$ cat config.mk
export PLATFORM = sky130hd
export DESIGN_NAME = wb_port_arbiter
export DESIGN_NICKNAME = d
export VERILOG_FILES = /design/src/rtl/rv_pkg.sv /design/src/rtl/wb_slot.sv /design/src/rtl/wb_port_arbiter.sv
export SDC_FILE = /design/constraint.sdc
export NUM_CORES = 1
export LEC_CHECK = 0
export CAP_MARGIN = 20
export CORE_MARGIN = 5
export CORE_UTILIZATION = 54
export CTS_CLUSTER_DIAMETER = 50
export DETAILED_ROUTE_END_ITERATION = 12
export PLACE_DENSITY = 0.83
export SETUP_SLACK_MARGIN = 0.5
export SLEW_MARGIN = 20
export SYNTH_ARGS = -nofsm -noshare
export SYNTH_HDL_FRONTEND = slang
export SYNTH_SLANG_ARGS = --single-unit
$ cat constraint.sdc
create_clock -name clk_i -period 4.05 [get_ports clk_i]
set_clock_uncertainty 0.15 [all_clocks]
set_input_delay 0.6075 -clock clk_i [delete_from_list [all_inputs] [get_ports clk_i]]
set_output_delay 0.6075 -clock clk_i [all_outputs]
set_load 0.03 [all_outputs]
$ cat src/rtl/rv_pkg.sv
// Shared write-back types and constants for the register-file write-port slice.
package rv_pkg;

  localparam int unsigned XLEN   = 32;
  localparam int unsigned REG_AW = 5;

  localparam logic [REG_AW-1:0] REG_X0 = '0;

  typedef struct packed {
    logic [REG_AW-1:0] rd;
    logic [XLEN-1:0]   data;
  } wb_req_t;

  // True when a live entry targets register idx.
  function automatic logic rd_match(input logic v, input logic [REG_AW-1:0] rd,
                                    input logic [REG_AW-1:0] idx);
    return v && (rd == idx);
  endfunction

endpackage

$ cat src/rtl/wb_slot.sv
// One-entry holding buffer for a write-back producer (valid/ready handshake).
module wb_slot
  import rv_pkg::*;
(
  input  logic    clk_i,
  input  logic    rst_i,
  input  logic    flush_i,
  input  logic    valid_i,
  input  wb_req_t req_i,
  input  logic    grant_i,
  output logic    ready_o,
  output logic    load_o,
  output logic    slot_v_o,
  output wb_req_t slot_o
);

  logic accept;

  // Ready only looks at slot state and grant, so there is no path from valid_i.
  always_comb begin
    ready_o = !flush_i && (!slot_v_o || grant_i);
    accept  = valid_i && ready_o;
    load_o  = accept && (req_i.rd != REG_X0);
  end

  // Slot register: flush wins, then a new accept (x0 writes are swallowed), then drain on grant.
  always_ff @(posedge clk_i or negedge rst_i) begin
    if (!rst_i) begin
      slot_v_o <= 1'b0;
      slot_o   <= '0;
    end else if (flush_i) begin
      slot_v_o <= 1'b0;
    end else if (accept) begin
      slot_v_o <= (req_i.rd != REG_X0);
      slot_o   <= req_i;
    end else if (grant_i) begin
      slot_v_o <= 1'b0;
    end
  end

endmodule

$ cat src/rtl/wb_port_arbiter.sv
// Arbitrates the register-file write port between the ALU and LSU result slots
// and reports pending-write hazards on the decoder source indices.
module wb_port_arbiter
  import rv_pkg::*;
#(
  parameter int unsigned STARVE_LIMIT = 4
) (
  input  logic              clk_i,
  input  logic              rst_i,
  input  logic              flush_i,
  input  logic              alu_valid_i,
  output logic              alu_ready_o,
  input  logic [REG_AW-1:0] alu_rd_i,
  input  logic [XLEN-1:0]   alu_data_i,
  input  logic              lsu_valid_i,
  output logic              lsu_ready_o,
  input  logic [REG_AW-1:0] lsu_rd_i,
  input  logic [XLEN-1:0]   lsu_data_i,
  output logic              regWrite_o,
  output logic [REG_AW-1:0] wrd_o,
  output logic [XLEN-1:0]   wdata_o,
  input  logic [REG_AW-1:0] rs1_i,
  input  logic [REG_AW-1:0] rs2_i,
  output logic              hazard1_o,
  output logic              hazard2_o
);

  localparam int unsigned   CW         = $clog2(STARVE_LIMIT + 1);
  localparam logic [CW-1:0] STARVE_MAX = CW'(STARVE_LIMIT);

  logic          alu_v, lsu_v, alu_load, lsu_load;
  logic          alu_gnt, lsu_gnt;
  wb_req_t       alu_q, lsu_q;
  logic          lsu_older;
  logic [CW-1:0] starve_cnt;

  wb_slot u_alu_slot (
    .clk_i    (clk_i),
    .rst_i    (rst_i),
    .flush_i  (flush_i),
    .valid_i  (alu_valid_i),
    .req_i    ('{rd: alu_rd_i, data: alu_data_i}),
    .grant_i  (alu_gnt),
    .ready_o  (alu_ready_o),
    .load_o   (alu_load),
    .slot_v_o (alu_v),
    .slot_o   (alu_q)
  );

  wb_slot u_lsu_slot (
    .clk_i    (clk_i),
    .rst_i    (rst_i),
    .flush_i  (flush_i),
    .valid_i  (lsu_valid_i),
    .req_i    ('{rd: lsu_rd_i, data: lsu_data_i}),
    .grant_i  (lsu_gnt),
    .ready_o  (lsu_ready_o),
    .load_o   (lsu_load),
    .slot_v_o (lsu_v),
    .slot_o   (lsu_q)
  );

  // Priority: same-rd ordering, then ALU anti-starvation, then LSU, then ALU.
  always_comb begin
    alu_gnt = 1'b0;
    lsu_gnt = 1'b0;
    if (alu_v && lsu_v && (alu_q.rd == lsu_q.rd)) begin
      if (lsu_older) lsu_gnt = 1'b1;
      else           alu_gnt = 1'b1;
    end else if (alu_v && (starve_cnt == STARVE_MAX)) begin
      alu_gnt = 1'b1;
    end else if (lsu_v) begin
      lsu_gnt = 1'b1;
    end else if (alu_v) begin
      alu_gnt = 1'b1;
    end
  end

  // Age bit: a slot that stays occupied across the other slot's load is the older one;
  // simultaneous loads treat the LSU as older.
  always_ff @(posedge clk_i or negedge rst_i) begin
    if (!rst_i) begin
      lsu_older <= 1'b0;
    end else if (alu_load && (lsu_load || (lsu_v && !lsu_gnt))) begin
      lsu_older <= 1'b1;
    end else if (lsu_load && alu_v && !alu_gnt) begin
      lsu_older <= 1'b0;
    end
  end

  // Consecutive lost arbitration rounds for a waiting ALU result, saturating.
  always_ff @(posedge clk_i or negedge rst_i) begin
    if (!rst_i) begin
      starve_cnt <= '0;
    end else if (flush_i || !alu_v || alu_gnt) begin
      starve_cnt <= '0;
    end else if (starve_cnt != STARVE_MAX) begin
      starve_cnt <= starve_cnt + CW'(1);
    end
  end

  // Registered write port; index/data hold when nothing is granted.
  always_ff @(posedge clk_i or negedge rst_i) begin
    if (!rst_i) begin
      regWrite_o <= 1'b0;
      wrd_o      <= '0;
      wdata_o    <= '0;
    end else begin
      regWrite_o <= (alu_gnt || lsu_gnt) && !flush_i;
      if (!flush_i && alu_gnt) begin
        wrd_o   <= alu_q.rd;
        wdata_o <= alu_q.data;
      end else if (!flush_i && lsu_gnt) begin
        wrd_o   <= lsu_q.rd;
        wdata_o <= lsu_q.data;
      end
    end
  end

  // Pending-write hazard on either slot or the write currently on the port.
  always_comb begin
    hazard1_o = (rs1_i != REG_X0) &&
                (rd_match(alu_v, alu_q.rd, rs1_i) || rd_match(lsu_v, lsu_q.rd, rs1_i) ||
                 rd_match(regWrite_o, wrd_o, rs1_i));
    hazard2_o = (rs2_i != REG_X0) &&
                (rd_match(alu_v, alu_q.rd, rs2_i) || rd_match(lsu_v, lsu_q.rd, rs2_i) ||
                 rd_match(regWrite_o, wrd_o, rs2_i));
  end

endmodule

# Word-level counts from Yosys, hierarchy flattened
# Index checks and enable logic that the tools add are counted.
# word_totals
ff_bits	118
inputBits	89
out_inout_bits	42
# op_classes
addsub	1
eq_ne	9
mux	23
bitwise_logic	1
reduce_logical	50
# op_table
op	n
32-bit two-way mux	2
5-bit == test	7
1-bit logical AND	24
5-bit nonzero test	4
1-bit two-way mux	17
1-bit logical OR	10
5-bit two-way mux	2
3-bit two-way mux	2
2-bit nonzero test	3
3-bit nonzero test	2
1-bit zero test	5
2-bit AND reduction	2
3-bit by 1-bit adder with 3-bit output (second input constant)	1
3-bit == test (second input constant)	1
3-bit != test (second input constant)	1
1-bit NOT	1

# Longest topological paths before layout
# Gate-level depths: netlist (run 1).
# logic_depth
ltp_word	12
ltp_mapped	10

# Hierarchy
# From an unflattened synthesis (run 1), not the netlist that was laid out.
# unflattened
hier_cells	401
hier_area_um2	5701.7
# by_module_without_submodules
module	n_inst	cells_each	area_each_um2	seq_area_each_um2
wb_slot	2	87	1564.0	950.9
wb_port_arbiter	1	227	2573.7	1051.0

# Worst setup path before layout (run 1)
# OpenSTA, ideal clock, no wires.
# synth_path
path_kind	input-to-output
startpoint	input rs1_i[1]
endpoint	output hazard1_o
arrival_ns	1.720
t_required_ns	3.293
slack_ns	1.573
stages	6
n_path_buf	0
path_cell_list	xor2_1 -> nor4_1 -> nand3_1 -> o31ai_1 -> a31oi_1 -> a21oi_1
# synth_via
elab_chain_len	5
elab_cells_between_ends	10
# synth_rtl
element	line_no	rtl
start, declared	wb_port_arbiter.sv:22	input logic [REG_AW-1:0] rs1_i,
5-bit == test	rv_pkg.sv:17	return v && (rd == idx);
1-bit logical AND	rv_pkg.sv:17	
1-bit logical OR (2 in series)	wb_port_arbiter.sv:123	(rd_match(alu_v, alu_q.rd, rs1_i) || rd_match(lsu_v, lsu_q.rd, rs1_i) ||
1-bit logical AND *	wb_port_arbiter.sv:122	hazard1_o = (rs1_i != REG_X0) &&
end, declared	wb_port_arbiter.sv:24	output logic hazard1_o,
# Mark *: on every way between the ends. The rest lies on a longest branch, timed or not.

# Worst setup path in the final report (run 1)
# layout_path
startpoint	register u_alu_slot.slot_o[33] (netlist name)
endpoint	output alu_ready_o
# layout_via
elab_chain_len	5
# layout_rtl
element	line_no	rtl
start, declared	wb_slot.sv:14	output wb_req_t slot_o
start signal, assigned	wb_slot.sv:35	slot_o <= req_i;
5-bit == test	wb_port_arbiter.sv:67	if (alu_v && lsu_v && (alu_q.rd == lsu_q.rd)) begin
1-bit logical AND	wb_port_arbiter.sv:67	
1-bit two-way mux	wb_port_arbiter.sv:67	
1-bit logical OR	wb_slot.sv:21	ready_o = !flush_i && (!slot_v_o || grant_i);
1-bit logical AND	wb_slot.sv:21	
end, declared	wb_port_arbiter.sv:12	output logic alu_ready_o,
# No other way between the ends.

==> results by group, run 1 <==
Status
  • Status: finished, final reports clean

STA
  • RSZ-0062 raised after global routing: false
  • Final hold vios: 0
  • Final Max Slew Viols: 0
  • Minimum clock period: 3.45 ns
  • Worst slew pin tran: 0.905 ns
  • Crit share post-route: 0.853
  • Max_slew headroom: 0.397
  • Setup TNS: 0 ns
  • Top achievable clock speed: slightly below 300 MHz
  • Setup Viol. Count Final: 0

Power
  • Pleak: about 3.1 nW
  • Worst-case vdd ir drop: 0.318 mV
  • PnR Total Power: 4.21 mW
  • Power per cell area: 563 nW/um^2

Yosys
  • Synth Warn #: 0
  • Dominant cell type by area after synthesis: dfrtp_1
  • Sequential element share of the synthesized area: 0.534
  • Number of synthesized flops with an enable pin: 0
  • Ys async rst share: 1.00
  • Mapped Area: 5530 sq um
  • Synth top area cells: dfrtp_1 (53%), mux2_4 (8.1%), mux2i_1 (6.9%)
  • Syn_nets: 524
  • Dominant synthesized flop cell: dfrtp_1
  • Distinct cells, synth: 39
  • Count leader, synth: dfrtp_1
  • Synth Register Bits: approximately 120
  • Syn avg cell area: 12.8 sq um
  • Post-synth top area share: 0.534
  • Most frequent cells after synthesis: dfrtp_1 (118), nor2_1 (43), a21oi_1 (42)
  • Mapped Cells: 433

Die
  • Die Y: 111 um
  • I/O pins: 131
  • Starting Density: 0.545
  • Die area: 12400 sq um
  • Core footprint: 10100 sq um
  • Core Rows: 37
  • Die width: 111 um

Route
  • Post-route ant nets: 0
  • Vias/cell: 5.43
  • Drt pass-1 iters: 5
  • # DRC: 0
  • Iteration-0 DRC Markers: 168
  • Routed via count: just under 4000
  • Final wirelength: 13100 um
  • WL/cell: 18.4 um

GRT
  • Largest net degree at the start of global routing: 75
  • Global-route wire length before repair: 21900 um
  • Vias in the first global route: between 4000 and 5000
  • Gr ovfl total: 0
  • Initial antenna violation count: 0
  • Total Routing Usage GR: 0.221

Hold path
  • Min-Delay Path Class: input pin to async pin

Clock network
  • H-tree Lvls: 4
  • TritonCTS clock tree: done
  • CTS Buf Count: 17
  • Postcts setup bufs: 0
  • Clk root buf: clkbuf_8
  • Clock Pin Slew Worst Setup and Hold Paths: ~0.060 ns
  • Worst-Skew Late Latency: between 0.5 and 0.6 ns
  • Hold-fix buffers, CTS: 0
  • Max Root-Sink Buffers: 2
  • Cts repair resizes: 0
  • Clock tree sinks: between 100 and 150

Finish
  • Post-route cell area: approximately 7500 sq um
  • Fillers: about 640
  • Register area: 2950 sq um
  • Synth-to-layout area growth: 35.3%
  • # diodes: 0
  • Layout cells sized above 1: 0.191
  • Area of the multi-input gates: roughly 2400 sq um
  • Fin util: 0.738
  • Layout Nets: 654

Place
  • Count of port buffers added during placement: 130
  • RD Place Congestion: 0.929
  • Placed instance area: 6850 sq um
  • Post-DP HPWL: ~8900 um

Setup path
  • Max FO, Critical Path: 6
  • R2R cell count: 7
  • Worst path max stage delay: 0.58 ns
  • CP max-delay cell: clkdlybuf4s50_1
  • Critical Path RT: about 3.3 ns
  • Critical Path Start Type: register
  • Crit end category: output pin
  • Most used cell, CP: and2_1
  • Crit-path cells: xnor2_1 > and2_1 > a21oi_2 > or3_4 > and2_1 > clkdlybuf4s50_1
  • Reg-to-reg slack, setup: 1.34 ns
  • Critical Path AT: 2.70 ns
  • Reg2Reg Capture Point: u_lsu_slot.slot_o[13]
  • Crit path kind: register to output pin
  • Worst r2r src: u_alu_slot.slot_o[33]

Flow run
  • Max Cap Viol: 0
## worst max-delay path by stage
stage	startpoint	endpoint	depth (start not counted)
after floorplan	rs1_i[1]	hazard1_o	6
after global placement	rs2_i[1]	hazard2_o	8
after detailed placement	rs1_i[1]	hazard1_o	8
after CTS	u_alu_slot.slot_o[35]	alu_ready_o	6
after global routing	rs1_i[1]	hazard1_o	8
final	u_alu_slot.slot_o[33]	alu_ready_o	6
## cells by family (layout without fill, tap and decap cells)
| family | Yosys count | in the layout | synth area share |
|---|---|---|---|
| AOI/OAI and AO/OA | 55 | 55 | 0.0550 |
| xor gates and xnor gates | 36 | 36 | 0.0570 |
| adders and majority gates | 2 | 2 | 0.00452 |
| buffers and inverters | 30 | 173 | 0.0412 |
| DFF | 118 | 118 | 0.534 |
| muxes | 113 | 113 | 0.242 |
| and+or+nand+nor | 79 | 79 | 0.0665 |
## flip-flops by register name, indices dropped and copies added (netlist names)
name,flops
lsu_older,1
regWrite_o,1
wrd_o,5
starve_cnt,3
u_lsu_slot.slot_v_o,1
u_alu_slot.slot_v_o,1
u_lsu_slot.slot_o,37
wdata_o,32
u_alu_slot.slot_o,37
## metrics by stage
stage / cells / setup slack [ns] / hold WS [ns]
6_report: 712 / 0.595 / 0.0799
5_1_grt: 712 / 0.511 / 0.142
4_1_cts: 712 / 0.525 / 0.100
3_5_place_dp: 680 / 0.650 / 0.329
3_3_place_gp: 680 / 0.675 / 0.316
2_1_floorplan: 433 / 1.57 / 0.162
## where the power goes
group | total [mW] | switching (mW) | internal (mW)
registers | 1.60 | 0.185 | 1.41
clock network | 1.57 | 0.547 | 1.02
logic | 1.04 | 0.512 | 0.531
total | 4.21 | 1.24 | 2.97
## cells in the final DEF, fill, tap and decap left out, types with 5 or more instances in the layout
cell type        netlist  final
clkdlybuf4s50_1        0    128
dfrtp_1              118    118
nor2_1                43     43
a21oi_1               42     42
mux2i_1               38     38
mux2_2                33     33
mux2_4                30     30
xnor2_1               18     18
xor2_1                18     18
clkbuf_16              0     16
mux2_1                12     12
buf_4                  3      8
nor3_1                 8      7
nand3_1                6      6
nand2_1                6      6
clkinv_4               0      5
## routing by layer
layer | GRT usage | up-vias | wire (um)
li1 | - | 1790 | -
met2 | 0.370 | 133 | 6710
met5 | 0 | - | 0
met4 | 0.0981 | 0 | 370
met3 | 0.0480 | 30 | 576
met1 | 0.274 | 1916 | 5460
## critical path: cells and delay by family (launching register included)
kind | cells | cell delay, ns
and+or+nand+nor | 3 | 0.76
buffers and inverters | 1 | 0.58
DFF | 1 | 0.48
xor gates and xnor gates | 1 | 0.27
AOI/OAI and AO/OA | 1 | 0.09
## area by class of cell
cell class,instances,share of cell area
Clock buffer,19,0.0577
Clock inverter,13,0.0261
Inverter,4,0.00201
Multi-Input combinational cell,285,0.316
Sequential cell,118,0.395
Tap cell,136,0.0227
Timing Repair Buffer,137,0.181
No activity file was read; power rests on OpenSTA's default activity.
==> run 2: changes to the inputs <==
--- a/config.mk
+++ b/config.mk
@@ -8,7 +8,7 @@
 export CAP_MARGIN = 20
 export CORE_MARGIN = 5
 export CORE_UTILIZATION = 54
-export CTS_CLUSTER_DIAMETER = 50
+export CTS_CLUSTER_DIAMETER = 150
 export DETAILED_ROUTE_END_ITERATION = 12
 export PLACE_DENSITY = 0.83
 export SETUP_SLACK_MARGIN = 0.5
==> results of run 2 <==
The final DEF is identical to that of run 1; final timing and power are the same.
==> run 3: changes to the inputs <==
--- a/config.mk
+++ b/config.mk
@@ -5,6 +5,7 @@
 export SDC_FILE = /design/constraint.sdc
 export NUM_CORES = 1
 export LEC_CHECK = 0
+export ABC_CLOCK_PERIOD_IN_PS = 4050
 export CAP_MARGIN = 20
 export CORE_MARGIN = 5
 export CORE_UTILIZATION = 54
@@ -12,7 +13,6 @@
 export DETAILED_ROUTE_END_ITERATION = 12
 export PLACE_DENSITY = 0.83
 export SETUP_SLACK_MARGIN = 0.5
-export SLEW_MARGIN = 20
 export SYNTH_ARGS = -nofsm -noshare
 export SYNTH_HDL_FRONTEND = slang
 export SYNTH_SLANG_ARGS = --single-unit
==> results of run 3 <==
The final DEF is identical to that of run 1; final timing and power are the same.
==> variant 1 (flow settings as in run 2) <==
The package constant `REG_AW` goes from 5 to 4.
--- a/src/rtl/rv_pkg.sv
+++ b/src/rtl/rv_pkg.sv
@@ -3,5 +3,5 @@
 
   localparam int unsigned XLEN   = 32;
-  localparam int unsigned REG_AW = 5;
+  localparam int unsigned REG_AW = 4;
 
   localparam logic [REG_AW-1:0] REG_X0 = '0;
Interface: changed (5 resized); port bits go from 131 to 126. The function was not compared with the original's and may differ.
==> variant 1 against run 2 <==
  * Non-clock buffer count grew 4
  * Combinational power shrank 8%
  * Setup slack gained 0.041 ns
  * Cell area grew 2.7%
  * Synthesized area grew 3.1%
  * Sequential cell count shrank 3
  * Maximum frequency grew 1.2%
  * Sequential power shrank 6%
  * Wire length grew 32%
  * Final cell count grew 14%
  * First-iteration DRC count grew 130%
  * Total power shrank 0.54%
  * Critical endpoint is now lsu_ready_o
==> variant 1: results (changes against run 2) <==
* Status: completed (unchanged)
* R2R Setup Slk at 1.28 ns (was 1.34 ns)
* Yosys cell types at 38 (was 39)
* Clkbuf count at 23 (was 19)
* Fillers at 686 (was 639)
* Syn Area/Cell at 10.3 µm² (was 12.8 µm²)
* Critical Path AT at 2.66 ns (was 2.70 ns)
* Largest stage delay, worst path at 0.63 ns (was 0.58 ns)
* Top flop regs: u_alu_slot.slot_o (36), u_lsu_slot.slot_o (36), wdata_o (32) (was u_alu_slot.slot_o (37), u_lsu_slot.slot_o (37), wdata_o (32))
* Slew margin rel. at 49.1% (was 39.7%)
* First DRT Iteration DRCs at 392 (was 168)
* Number of clock sinks at 115 (was 118)
* GRT Total Usage at 27.9% (was 22.1%)
* Data buffer area share at 17.7% (was 18.1%)
* Non-clock buffers at 141 (was 137)
* HPWL after DPL at 10700 µm (was 8950 µm)
* Placed insts at 778 (was 680)
* Clock-cell share at 8.76% (was 8.38%)
* Seq. cell area at 0.00288 mm² (was 0.00295 mm²)
* #MultiIn Comb at 382 (was 285)
* Multi-input logic portion of the cell area at 33.7% (was 31.6%)
* Wire length per cell at 21.4 µm (was 18.4 µm)
* Final net count at 748 (was 654)
* IO Port Bufs at 125 (was 130)
* Worst setup path endpoint: lsu_ready_o (was alu_ready_o)
* Critical path fanouts, max at 5 (was 6)
* Switching share of total power at 28.6% (was 29.5%)
* Worst-path clk slew at 0.05 ns
* Via Count at 5228 (was 3869)
* Number of global-route vias before repair at 5575 (was 4248)
* Non-clock inverters at 4 (unchanged)
* R2r endpoint: wdata_o[13]$_DFFE_PN0P_ (was u_lsu_slot.slot_o[13]$_DFFE_PN0P_)
* Lkg Pwr at 0.00320 µW (was 0.00313 µW)
* Largest net degree at the start of global routing at 60 (was 75)
* Max VDD drop at 0.285 mV (was 0.318 mV)
* First-pass GRT wire length at 28500 µm (was 21900 µm)
* Syn nets at 642 (was 524)
* Psw at 1200 µW (was 1240 µW)
* Critical Path Source: u_alu_slot.slot_o[32]$_DFFE_PN0P_ (was u_alu_slot.slot_o[33]$_DFFE_PN0P_)
* R2R cell count at 6 (was 7)
* Routed wire length at 17300 µm (was 13100 µm)
* Comb power at 960 µW (was 1040 µW)
* Bufs on Longest Clock Path at 2 (unchanged)
* Layout cell share with drive strength beyond 1 at 14.0% (was 19.1%)
* Synth top cells by count: 115 x dfrtp_1, 76 x nand2_1, 47 x nand3_1 (was 118 x dfrtp_1, 43 x nor2_1, 42 x a21oi_1)
* Post-synthesis sequential area ratio at 50.5% (was 53.4%)
* Worst hold slack at 0.0214 ns (was 0.0799 ns)
* Synth top area cells: dfrtp_1 50%, mux2_4 7.9%, nand2_1 5.0% (was dfrtp_1 53%, mux2_4 8.1%, mux2i_1 6.9%)
* Sequential power at 1510 µW (was 1600 µW)
* Total CTS buffers at 17 (unchanged)
* RePlAce Congestion at 0.950 (was 0.929)
variant 1: per-stage QoR:
step / area (µm²) / setup slack (ns)
after detailed placement: 7010 / 0.808
after floorplan: 5700 / 1.39
final: 7690 / 0.636
after CTS: 7690 / 0.639
after global placement: 7010 / 0.854
after global routing: 7690 / 0.565
variant 1: per-layer routing:
| layer | track usage [%] | routed length [µm] |
|---|---|---|
| met1 | 34.9 | 6650 |
| met2 | 46.4 | 8650 |
| met3 | 6.95 | 1460 |
| met4 | 11.3 | 527 |
| met5 | 0 | 0 |
variant 1: timing repair:
action / in CTS / in global routing
setup buffers: 0 / 0
endpoints found under the setup margin: 1 / 0
gates resized for setup: 3 / 0
variant 1: cell families (layout without fill, tap and decap cells):
group / count (synthesis) / count (layout) / synth area share (%)
flops: 115 / 115 / 50.5
fa+ha+maj: 2 / 2 / 0.439
compound gates: 161 / 161 / 18.2
buf+inv: 58 / 176 / 4.70
mux: 37 / 37 / 9.26
xor+xnor: 29 / 29 / 4.59
simple gates: 153 / 153 / 12.4
==> variant 2 (config.mk and constraints of run 2) <==
Without the edit above. Make the reset (`rst_i`) synchronous in 4 clocked blocks.
--- a/src/rtl/wb_slot.sv
+++ b/src/rtl/wb_slot.sv
@@ -25,5 +25,5 @@
 
   // Slot register: flush wins, then a new accept (x0 writes are swallowed), then drain on grant.
-  always_ff @(posedge clk_i or negedge rst_i) begin
+  always_ff @(posedge clk_i) begin
     if (!rst_i) begin
       slot_v_o <= 1'b0;
--- a/src/rtl/wb_port_arbiter.sv
+++ b/src/rtl/wb_port_arbiter.sv
@@ -79,5 +79,5 @@
   // Age bit: a slot that stays occupied across the other slot's load is the older one;
   // simultaneous loads treat the LSU as older.
-  always_ff @(posedge clk_i or negedge rst_i) begin
+  always_ff @(posedge clk_i) begin
     if (!rst_i) begin
       lsu_older <= 1'b0;
@@ -90,5 +90,5 @@
 
   // Consecutive lost arbitration rounds for a waiting ALU result, saturating.
-  always_ff @(posedge clk_i or negedge rst_i) begin
+  always_ff @(posedge clk_i) begin
     if (!rst_i) begin
       starve_cnt <= '0;
@@ -101,5 +101,5 @@
 
   // Registered write port; index/data hold when nothing is granted.
-  always_ff @(posedge clk_i or negedge rst_i) begin
+  always_ff @(posedge clk_i) begin
     if (!rst_i) begin
       regWrite_o <= 1'b0;
Formal check against the unedited RTL: differs if rst_i is asserted again (counterexample within 4 cycles, from zero or initial values and one cycle with rst_i low); with rst_i held inactive, the same outputs for 4 cycles.
==> variant 2 against run 2 <==
  * Cell area unchanged
  * Synthesized area decreased by 1.0%
  * Worst hold slack improved by 0.25 ns
  * Sequential cell count unchanged
  * Sequential share of layout area decreased by 7.9 points
  * Wire length increased by 31%
  * Setup slack got worse by 0.048 ns
  * Die area decreased by 0.95%
  * First-iteration DRC count increased to 2.8 times the old value
Power is not compared: it rests on default switching activity, and its combinational part moved more than twofold at a synthesized area within 25%.
==> variant 2: results (changes against run 2) <==
* M1 wire length at 6810 µm (was 5460 µm)
* Final net count at 826 (was 654)
* GRT met1 Usage at 33.3% (was 27.4%)
* Largest stage delay, worst path at 0.47 ns (was 0.58 ns)
* GRT Total Usage at 27.4% (was 22.1%)
* Syn nets at 723 (was 524)
* Slew margin rel. at 46.5% (was 39.7%)
* Yosys cell types at 44 (was 39)
* Slowest-stage cell, CP: dfxtp_1 (was clkdlybuf4s50_1)
* Postcts setup bufs at 0 (unchanged)
* Met2 Usage GRT at 46.9% (was 37.0%)
* HPWL after DPL at 10900 µm (was 8950 µm)
* Met3 wire length at 1430 µm (was 576 µm)
* Initial antenna violation count at 0 (unchanged)
* RePlAce Congestion at 0.918 (was 0.929)
* Area post-placement at 0.00685 mm² (about the same)
* Post-CTS sizing at 4 (was 0)
* Layout cell share with drive strength beyond 1 at 9.22% (was 19.1%)
* Critical Path AT at 2.74 ns (was 2.70 ns)
* Routed wl met2 at 8450 µm (was 6710 µm)
* Status: completed (unchanged)
* Synth top cells by count: 118 x dfxtp_1, 115 x a21oi_1, 108 x o21ai_0 (was 118 x dfrtp_1, 43 x nor2_1, 42 x a21oi_1)
* First DRT Iteration DRCs at 478 (was 168)
* HP Class: reg -> reg (was in -> async)
* Post-synthesis sequential area ratio at 43.2% (was 53.4%)
* M3 GR Usage at 5.46% (was 4.80%)
* Routed wire length at 17100 µm (was 13100 µm)
* Number of global-route vias before repair at 5599 (was 4248)
* ANT cells at 0 (unchanged)
* First-pass GRT wire length at 27800 µm (was 21900 µm)
* Fillers at 747 (was 639)
* Via density at 6.29 (was 5.43)
* Async set-reset flop share out of synthesis at 0% (was 100%)
* Drt first pass iters at 6 (was 5)
## variant 2: tightest hold or removal path, cell delays in order, from the launching register on
cell     delay, ns
dfxtp_1       0.31
o21ai_0       0.06
a21oi_1       0.06
## variant 2: cell type report
class,instances,area share [%]
multi-input combinational,444,38.5
sequential,118,31.6
timing repair buffer,148,19.3
clock buffer,17,5.53
clock inverter,15,2.57
tap,133,2.22
inverter,6,0.301
## variant 2: worst paths after layout
path / from / to / slack, ns / depth (start not counted)
setup / recovery: u_lsu_slot.slot_o[33]$_SDFFE_PN0P_ / lsu_ready_o / 0.55 / 7
hold / removal: u_alu_slot.slot_o[31]$_SDFFE_PN0P_ / u_alu_slot.slot_o[31]$_SDFFE_PN0P_ / 0.33 / 2
setup reg to reg: u_lsu_slot.slot_v_o$_SDFFE_PP0P_ / u_lsu_slot.slot_o[22]$_SDFFE_PN0P_ / 1.00 / 7
hold reg to reg: u_alu_slot.slot_o[31]$_SDFFE_PN0P_ / u_alu_slot.slot_o[31]$_SDFFE_PN0P_ / 0.33 / 2
## variant 2: through the flow
stage / total power (µW) / std cells / hold WS [ns] / setup slack [ns] / utilization (%)
6_report: 3190 / 881 / 0.328 / 0.548 / 76.2
5_1_grt: 3290 / 881 / 0.347 / 0.505 / 76.2
4_1_cts: 3180 / 878 / 0.325 / 0.493 / 76.0
3_5_place_dp: 1650 / 846 / 0.317 / 0.610 / 69.8
3_3_place_gp: 1640 / 846 / 0.309 / 0.677 / 69.8
2_1_floorplan: 1460 / 632 / 0.303 / 1.24 / -
## variant 2: cell families (layout without fill, tap and decap cells)
logic type	after synthesis	count (layout)	share of synthesized area, %
xor+xnor	36	36	6.04
buf+inv	70	186	5.49
simple gates	86	86	8.21
flops	118	118	43.2
mux	40	40	7.36
fa+ha+maj	2	2	0.457
compound gates	280	280	29.3
